`config.mk`:
```
export PLATFORM = sky130hd
export DESIGN_NAME = keypad_scan_ctrl
export DESIGN_NICKNAME = d
export VERILOG_FILES = /design/src/rtl/keypad_pkg.sv /design/src/rtl/scan_tick_gen.sv /design/src/rtl/keypad_scan_ctrl.sv
export SDC_FILE = /design/constraint.sdc
export NUM_CORES = 1
export LEC_CHECK = 0
export CAP_MARGIN = 10
export CORE_AREA = 2 2 71 73
export DETAILED_ROUTE_END_ITERATION = 10
export DIE_AREA = 0 0 73 75
export HOLD_SLACK_MARGIN = 0.05
export PLACE_DENSITY = 0.72
export REMOVE_ABC_BUFFERS = 1
export SETUP_SLACK_MARGIN = 0.3
export SLEW_MARGIN = 40
export SYNTH_ARGS = -nofsm -noshare
export SYNTH_HDL_FRONTEND = slang
export SYNTH_SLANG_ARGS = --single-unit
```
`constraint.sdc`:
```
create_clock -name clkin -period 2.9 [get_ports clkin]
set_input_delay 0.58 -clock clkin [delete_from_list [all_inputs] [get_ports clkin]]
set_output_delay 0.58 -clock clkin [all_outputs]
set_load 0.05 [all_outputs]
```
`src/rtl/keypad_pkg.sv`:
```
// keypad_pkg
// Shared types and constants for the 4x4 keypad scan controller.
// Contents:
//   state_t         - scan FSM states (SCAN, DEBOUNCE, HOLD)
//   KEY_W/ROWS/COLS - key code width and matrix geometry
//   COL_IDLE        - column strobe pattern with no column driven
//   ROW_NONE        - synchronised row pattern with no row pulled low
//   lowest_low_row  - index of the lowest active-low row in a row sample
package keypad_pkg;

  typedef enum logic [1:0] {
    SCAN     = 2'd0,
    DEBOUNCE = 2'd1,
    HOLD     = 2'd2
  } state_t;

  localparam int KEY_W = 4;
  localparam int ROWS  = 4;
  localparam int COLS  = 4;

  localparam logic [COLS-1:0] COL_IDLE = 4'hF;
  localparam logic [ROWS-1:0] ROW_NONE = 4'hF;

  // When several rows read low at once, the lowest row index wins.
  function automatic logic [1:0] lowest_low_row(input logic [ROWS-1:0] rows);
    logic [1:0] idx;
    idx = 2'd0;
    for (int i = ROWS - 1; i >= 0; i--) begin
      if (!rows[i]) idx = 2'(i);
    end
    return idx;
  endfunction

endpackage

```
`src/rtl/scan_tick_gen.sv`:
```
// scan_tick_gen
// Prescaler producing a one-cycle enable every TICK_DIV clock cycles.
// Reusable by any slow poller that must stay on the system clock.
// Parameters:
//   TICK_DIV - clock cycles per tick (>= 2)
// Ports:
//   clkin - system clock, rising edge
//   reset - synchronous, active-high
//   tick  - high for exactly the cycle in which the counter sits at TICK_DIV-1
module scan_tick_gen #(
  parameter int TICK_DIV = 500000
) (
  input  logic clkin,
  input  logic reset,
  output logic tick
);

  localparam int            CW   = (TICK_DIV > 1) ? $clog2(TICK_DIV) : 1;
  localparam logic [CW-1:0] LAST = CW'(TICK_DIV - 1);

  logic [CW-1:0] cnt;

  always_ff @(posedge clkin) begin
    if (reset) begin
      cnt <= '0;
    end else if (cnt == LAST) begin
      cnt <= '0;
    end else begin
      cnt <= cnt + CW'(1);
    end
  end

  // Decoded from the counter so the tick lines up with the wrap cycle.
  assign tick = (cnt == LAST);

endmodule

```
`src/rtl/keypad_scan_ctrl.sv`:
```
// keypad_scan_ctrl
// Scan controller for a 4x4 active-low matrix keypad. Walks a single low
// column strobe, synchronises and debounces the rows on a slow tick enable,
// and hands out one key code per press through a valid/ack handshake.
// Optional build macro:
//   KEYPAD_AUTOREPEAT_EN - adds REPEAT_SCANS; a held key re-issues its code
//                          every REPEAT_SCANS ticks while in HOLD.
// Parameters:
//   TICK_DIV       - clkin cycles per scan tick (>= 2)
//   DEBOUNCE_SCANS - consecutive stable ticks to accept press/release (1..15)
// Ports:
//   clkin     - system clock, rising edge
//   reset     - synchronous, active-high
//   row_in    - keypad rows, active-low, asynchronous to clkin
//   col_out   - column strobes, active-low, at most one low
//   key_code  - row*4+col of the accepted key
//   key_valid - key_code holds an unconsumed code
//   key_ack   - consumer accepts key_code
//   overrun   - one-cycle pulse: a press was accepted while key_valid=1 and dropped
//   scan_tick - one-cycle tick pulse for debug/LEDs
module keypad_scan_ctrl
  import keypad_pkg::*;
#(
  parameter int TICK_DIV       = 500000,
  parameter int DEBOUNCE_SCANS = 4
`ifdef KEYPAD_AUTOREPEAT_EN
  ,
  parameter int REPEAT_SCANS   = 100
`endif
) (
  input  logic             clkin,
  input  logic             reset,
  input  logic [ROWS-1:0]  row_in,
  output logic [COLS-1:0]  col_out,
  output logic [KEY_W-1:0] key_code,
  output logic             key_valid,
  input  logic             key_ack,
  output logic             overrun,
  output logic             scan_tick
);

  localparam logic [3:0] DB_TARGET = 4'(DEBOUNCE_SCANS);

  logic             tick;
  logic [ROWS-1:0]  row_meta;
  logic [ROWS-1:0]  rs;
  state_t           state, state_n;
  logic [1:0]       col, col_n;
  logic [1:0]       row_sel, row_sel_n;
  logic [3:0]       dcnt, dcnt_n;
  logic [3:0]       rcnt, rcnt_n;
  logic [KEY_W-1:0] key_code_n;
  logic             key_valid_n;
  logic             overrun_n;
  logic             accept;
  logic             any_low;
  logic [1:0]       low_row;

`ifdef KEYPAD_AUTOREPEAT_EN
  localparam int            RW         = $clog2(REPEAT_SCANS + 1);
  localparam logic [RW-1:0] REP_TARGET = RW'(REPEAT_SCANS);
  logic [RW-1:0] rep_cnt, rep_cnt_n, rep_next;
`endif

  scan_tick_gen #(
    .TICK_DIV(TICK_DIV)
  ) u_tick (
    .clkin(clkin),
    .reset(reset),
    .tick (tick)
  );

  assign scan_tick = tick;
  assign col_out   = COL_IDLE ^ (4'b0001 << col);
  assign any_low   = (rs != ROW_NONE);
  assign low_row   = lowest_low_row(rs);

  // Two-flop synchroniser; rows idle high so reset loads the no-key pattern.
  always_ff @(posedge clkin) begin
    if (reset) begin
      row_meta <= ROW_NONE;
      rs       <= ROW_NONE;
    end else begin
      row_meta <= row_in;
      rs       <= row_meta;
    end
  end

  always_ff @(posedge clkin) begin
    if (reset) begin
      state     <= SCAN;
      col       <= 2'd0;
      row_sel   <= 2'd0;
      dcnt      <= 4'd0;
      rcnt      <= 4'd0;
      key_code  <= '0;
      key_valid <= 1'b0;
      overrun   <= 1'b0;
    end else begin
      state     <= state_n;
      col       <= col_n;
      row_sel   <= row_sel_n;
      dcnt      <= dcnt_n;
      rcnt      <= rcnt_n;
      key_code  <= key_code_n;
      key_valid <= key_valid_n;
      overrun   <= overrun_n;
    end
  end

`ifdef KEYPAD_AUTOREPEAT_EN
  always_ff @(posedge clkin) begin
    if (reset) rep_cnt <= '0;
    else       rep_cnt <= rep_cnt_n;
  end
`endif

  // The FSM only moves on tick cycles; the handshake is serviced every cycle.
  // The column is held while a key is being debounced or held, so the
  // current col doubles as the captured column of the key.
  always_comb begin
    state_n     = state;
    col_n       = col;
    row_sel_n   = row_sel;
    dcnt_n      = dcnt;
    rcnt_n      = rcnt;
    key_code_n  = key_code;
    key_valid_n = key_valid;
    overrun_n   = 1'b0;
    accept      = 1'b0;
`ifdef KEYPAD_AUTOREPEAT_EN
    rep_cnt_n   = rep_cnt;
    rep_next    = rep_cnt + RW'(1);
`endif

    if (key_valid && key_ack) key_valid_n = 1'b0;

    if (tick) begin
      case (state)
        SCAN: begin
          if (any_low) begin
            row_sel_n = low_row;
            dcnt_n    = 4'd1;
            if (DB_TARGET == 4'd1) begin
              accept  = 1'b1;
              state_n = HOLD;
              rcnt_n  = 4'd0;
            end else begin
              state_n = DEBOUNCE;
            end
          end else begin
            col_n = col + 2'd1;
          end
        end
        DEBOUNCE: begin
          if (!rs[row_sel]) begin
            dcnt_n = dcnt + 4'd1;
            if (dcnt_n == DB_TARGET) begin
              accept  = 1'b1;
              state_n = HOLD;
              rcnt_n  = 4'd0;
            end
          end else begin
            state_n = SCAN;
            col_n   = col + 2'd1;
          end
        end
        HOLD: begin
          if (!any_low) begin
            rcnt_n = rcnt + 4'd1;
            if (rcnt_n == DB_TARGET) begin
              state_n = SCAN;
              col_n   = col + 2'd1;
            end
          end else begin
            rcnt_n = 4'd0;
          end
`ifdef KEYPAD_AUTOREPEAT_EN
          if (!rs[row_sel]) begin
            if (rep_next == REP_TARGET) begin
              accept    = 1'b1;
              rep_cnt_n = '0;
            end else begin
              rep_cnt_n = rep_next;
            end
          end else begin
            rep_cnt_n = '0;
          end
`endif
        end
        default: begin
          state_n = SCAN;
        end
      endcase
`ifdef KEYPAD_AUTOREPEAT_EN
      if (state != HOLD && state_n == HOLD) rep_cnt_n = '0;
`endif
    end

    // A same-cycle ack frees the slot, so the new code loads instead of
    // being dropped.
    if (accept) begin
      if (!key_valid || key_ack) begin
        key_code_n  = {row_sel_n, col};
        key_valid_n = 1'b1;
      end else begin
        overrun_n = 1'b1;
      end
    end
  end

endmodule

```
### Word-level counts from Yosys, hierarchy flattened

Index checks and enable logic that the tools add are counted.

| storage, ports and cells | value |
|---|---|
| logic and storage cells | 82 |
| output and inout bits | 11 |
| register bits | 47 |

| operators by class | value |
|---|---|
| multiplexer cells | 35 |
| shifts and indexed selects | 1 |
| eq/ne operators | 14 |
| reduce and logical (&&, ||, !) cells | 14 |
| bitwise operators | 2 |
| magnitude comparators | 1 |
| add/sub/neg operators | 4 |

Operators with widths:

| operator | number |
|---|---|
| 2-to-1 mux 2 bit | 16 |
| 2-to-1 mux 4 bit | 5 |
| adder 19 x 1 -> 19 bit, second input constant | 1 |
| equality test 19 bit, second input constant | 1 |
| one-hot mux 4 bit (2 select lines) | 2 |
| inequality test 2 bit, second input constant | 7 |
| one-hot mux 2 bit (3 select lines) | 2 |
| 2-to-1 mux 1 bit | 9 |
| adder 4 x 1 -> 4 bit, second input constant | 2 |
| equality test 4 x 3 -> 1 bit, second input constant | 2 |
| AND reduction 4 bit | 2 |
| AND reduction 6 bit | 1 |
| AND reduction 5 bit | 1 |
| inequality test 4 bit, second input constant | 1 |
| inverter 4 bit | 1 |
| nonzero test 2 bit | 2 |
| OR reduction 2 bit | 2 |
| << shifter 1 x 2 -> 4 bit, first input constant | 1 |
| < comparator 2 x 3 -> 1 bit, second input constant | 1 |
| inequality test 3 bit, second input constant | 1 |
| nonzero test 3 bit | 1 |
| adder 2 x 1 -> 2 bit, second input constant | 1 |
| binary-select mux 1 bit (select 2 bit) | 1 |
| equality test 2 x 1 -> 1 bit, second input constant | 1 |
| other kinds (7) | 7 |

### Longest topological paths before layout

| depth | value |
|---|---|
| word-level depth | 8 |
| mapped depth | 8 |
| depth with buffers taken out | 7 |

### Modules after synthesis

Synthesis repeated with hierarchy kept, for this count alone.

| second synthesis, totals | value |
|---|---|
| cell total of the unflattened synthesis | 255 |
| area, all modules | 2282.2 um^2 |

By module, submodules not included:

| module | instances | sequential area each (um^2) | area an instance (um^2) | cells an instance |
|---|---|---|---|---|
| keypad_scan_ctrl | 1 | 560.5 | 1386.3 | 153 |
| scan_tick_gen | 1 | 380.4 | 895.9 | 102 |

### Worst setup path after synthesis

No wires, ideal clock.

| path | value |
|---|---|
| path type | register to output |
| start point | reg u_tick.cnt[11] |
| end point | out scan_tick |
| arrival time | 1.651 ns |
| setup slack | 0.669 ns |
| stages on the path, launching flop included | 5 |
| buffers on the path | 0 |
| cells stage by stage | dfxtp_1 or4b_1 nor4_2 nand2_1 inv_1 |

| between the ends | value |
|---|---|
| cells in the longest elaborated chain, start to end | 1 |

Ends and longest elaborated chain:

| element | RTL line | text |
|---|---|---|
| from (decl) | scan_tick_gen.sv:21 | `logic [CW-1:0] cnt;` |
| from (signal assigned) | scan_tick_gen.sv:29 | `cnt <= cnt + CW'(1);` |
| equality test 19 bit | scan_tick_gen.sv:34 | `assign tick = (cnt == LAST);` |
| to (decl) | keypad_scan_ctrl.sv:39 | `output logic scan_tick` |

Every way passes these cells.

### Worst setup path after layout

Same ends and word-level chain as after synthesis.

==> impl_metrics.tcl <==
set metrics [dict create \
    post_drt_via_cell_ratio 5.49 \
    combPwrFrac 0.033 \
    status "completed" \
    fp-row-count 25 \
    cp-end-kind "output port" \
    dr.pass1.iters 4 \
    cts.sink_count 47 \
    grt-ovfl-total 0 \
    switching_share 0.187 \
    start_util 0.482 \
    syn_area_per_cell_um2 8.92 \
    fin_crit_sh 0.870 \
    seq_power_share 0.527 \
    layout_common_cells "dfxtp_1 (47), nor2_1 (29), clkdlybuf4s50_1 (16), nand3_1 (15), nand2_1 (12)" \
    power_leakage_nw 1.00 \
    rsz0062_at_grt "false" \
    synth_edf_count 0 \
    ys_types 49 \
    tns_ns 0 \
    root_buffer "clkbuf_8" \
    max_freq_ghz 0.396 \
    irDropWorstVdd_v 0.000366 \
    crit_type "reg2out" \
    drt-total-wl_mm 4.03 \
    power_frac_clock 0.440 \
    synth_area_um2 2250 \
    ant_nets 0 \
    crit_path_max_fanout 6 \
    worst_pin_slew_ns 0.575 \
    yosysSeqAreaShare 0.419 \
    slew_headroom 0.616 \
    grt_max_degree 24 \
    yosys.area.top_type "dfxtp_1" \
    syn_inst 252 \
    drc 0 \
    hold_path.class "reg2reg" \
    final_cells 323 \
    portBuffers 17 \
    boundaryPins 18 \
    drt_iter0_drc 137 \
    clock_latency_ns 0.29 \
    area_delta_synth_final_pct 16.4 \
    first_global_vias 1577 \
    start_kind "flop" \
    p_int_mw 1.02 \
    synth_top_area_share 0.419 \
    cts_tree "done" \
    wl_per_cell_um 12.5 \
    cts_buffers 5 \
    worst_clock_skew_ns 0.00690 \
    nets 283 \
    synthFlopType "dfxtp_1" \
    p_per_area_nw_per_um2 478 \
    antenna_found_initial 0 \
    gp_congestion 0.796 \
    final.fill_count 436 \
    coreArea_um2 4660 \
    cp.required_ns 2.32 \
    clockBufferDepth 2 \
    placed_cells 315 \
    die_x_um 73 \
    track_usage 0.161 \
    fin_crit_ns 2.52 \
    die_h_um 75 \
    synth_seq_cells 47 \
    num_vias 1773 \
    synth_area_leaders "dfxtp_1 (42%), nor2_1 (4.8%), ha_1 (4.5%), xor2_1 (4.3%), nand3_1 (3.3%)" \
    dp_hpwl_mm 2.91 \
    dieArea_um2 5480 \
    diodes 0 \
    switchingPower_uw 234 \
    arrival_ns 1.94 \
    slew_violations 0 \
    layout_commonest_cell "dfxtp_1" \
    htree_levels 2 \
    grt_pass1_wl_mm 6.96 \
    maxCapViolCount 0 \
    synthArstFlopShare 0 \
    layout-drive-gt1-share 0.126 \
    clk_pin_slew_worst_paths_ns 0.08 \
    yosysWarnings 0 \
    hold_viol 0 \
    finalSetupViolCount 0 \
]
cells in the mapped netlist (3+ instances only):
cell type / number
dfxtp_1: 47
nor2_1: 29
nand3_1: 15
nand2_1: 13
inv_1: 11
xor2_1: 11
or2_2: 10
a21oi_1: 8
ha_1: 8
nand2b_1: 8
nand4_1: 8
o21ai_0: 7
clkbuf_1: 6
nor2b_1: 6
xnor2_1: 6
and3_1: 5
a31oi_1: 4
and4_1: 3
buf_2: 3
mux2i_1: 3
nand3b_1: 3
nor4_1: 3
cells by family (layout without fill, tap and decap cells):
| group | Yosys count | count (layout) | synth area share |
|---|---|---|---|
| buffers and inverters | 20 | 37 | 0.0351 |
| muxes | 5 | 5 | 0.0284 |
| and+or+nand+nor | 126 | 126 | 0.326 |
| xor gates and xnor gates | 17 | 17 | 0.0663 |
| AOI/OAI and AO/OA | 29 | 29 | 0.0807 |
| adders and majority gates | 8 | 8 | 0.0445 |
| DFF | 47 | 47 | 0.419 |
worst max-delay path: stages (launching register included):
cell     delay, ns
dfxtp_1       0.35
or4b_1        0.60
nor4_4        0.28
nand2_2       0.13
inv_2         0.14
buf_12        0.15
registers in the layout, indices dropped and copies added, names as in the netlist:
| signal | cells |
|---|---|
| row_sel | 2 |
| row_meta | 4 |
| overrun | 1 |
| state | 2 |
| col | 2 |
| rs | 4 |
| rcnt | 4 |
| u_tick.cnt | 19 |
| key_valid | 1 |
| dcnt | 4 |
| key_code | 4 |
power groups by stage:
stage	sequential [mW]	clock (mW)	combinational, mW
3_5_place_dp	0.675	0	0.0421
5_1_grt	0.661	0.592	0.0461
6_report	0.659	0.550	0.0419
4_1_cts	0.659	0.565	0.0424
2_1_floorplan	0.673	0	0.0219
3_3_place_gp	0.674	0	0.0413
per-layer routing:
layer / GRT usage / wire length [µm]
met4: 0.0556 / 38
met1: 0.223 / 2000
met5: 0 / 0
met3: 0.0361 / 244
met2: 0.248 / 1740
area by class of cell:
type | count | area (µm²) | share of cell area
multi-input combinational | 185 | 1240 | 0.476
sequential | 47 | 941 | 0.360
timing repair buffer | 18 | 188 | 0.0718
clock buffer | 6 | 72.6 | 0.0278
tap | 54 | 67.6 | 0.0258
clock inverter | 2 | 60.1 | 0.0230
inverter | 11 | 41.3 | 0.0158
path summary, 6_finish.rpt:
path         depth (start not counted)           start  slack, ns              to
min reg2reg                          1     row_meta[3]       0.41           rs[3]
max reg2reg                          5   u_tick.cnt[5]       0.56  u_tick.cnt[11]
max                                  5  u_tick.cnt[11]       0.38       scan_tick
min                                  1     row_meta[3]       0.41           rs[3]
timing repair:
action                     CTS  global route
hold buffers                 0             0
resized for setup            3             1
setup endpoints to repair    1             1
buffers inserted             0             0
per-stage QoR:
| step | utilization | hold WS [ns] | cell area, µm² | setup WS (ns) | power (mW) |
|---|---|---|---|---|---|
| floorplan | - | 0.389 | 2210 | 0.669 | 0.695 |
| global placement | 0.529 | 0.391 | 2460 | 0.594 | 0.716 |
| detailed placement | 0.529 | 0.393 | 2460 | 0.539 | 0.717 |
| CTS | 0.561 | 0.414 | 2610 | 0.341 | 1.27 |
| global route | 0.561 | 0.430 | 2620 | 0.276 | 1.30 |
| finish | 0.561 | 0.413 | 2620 | 0.377 | 1.25 |
(Power assumes the default switching activity.)
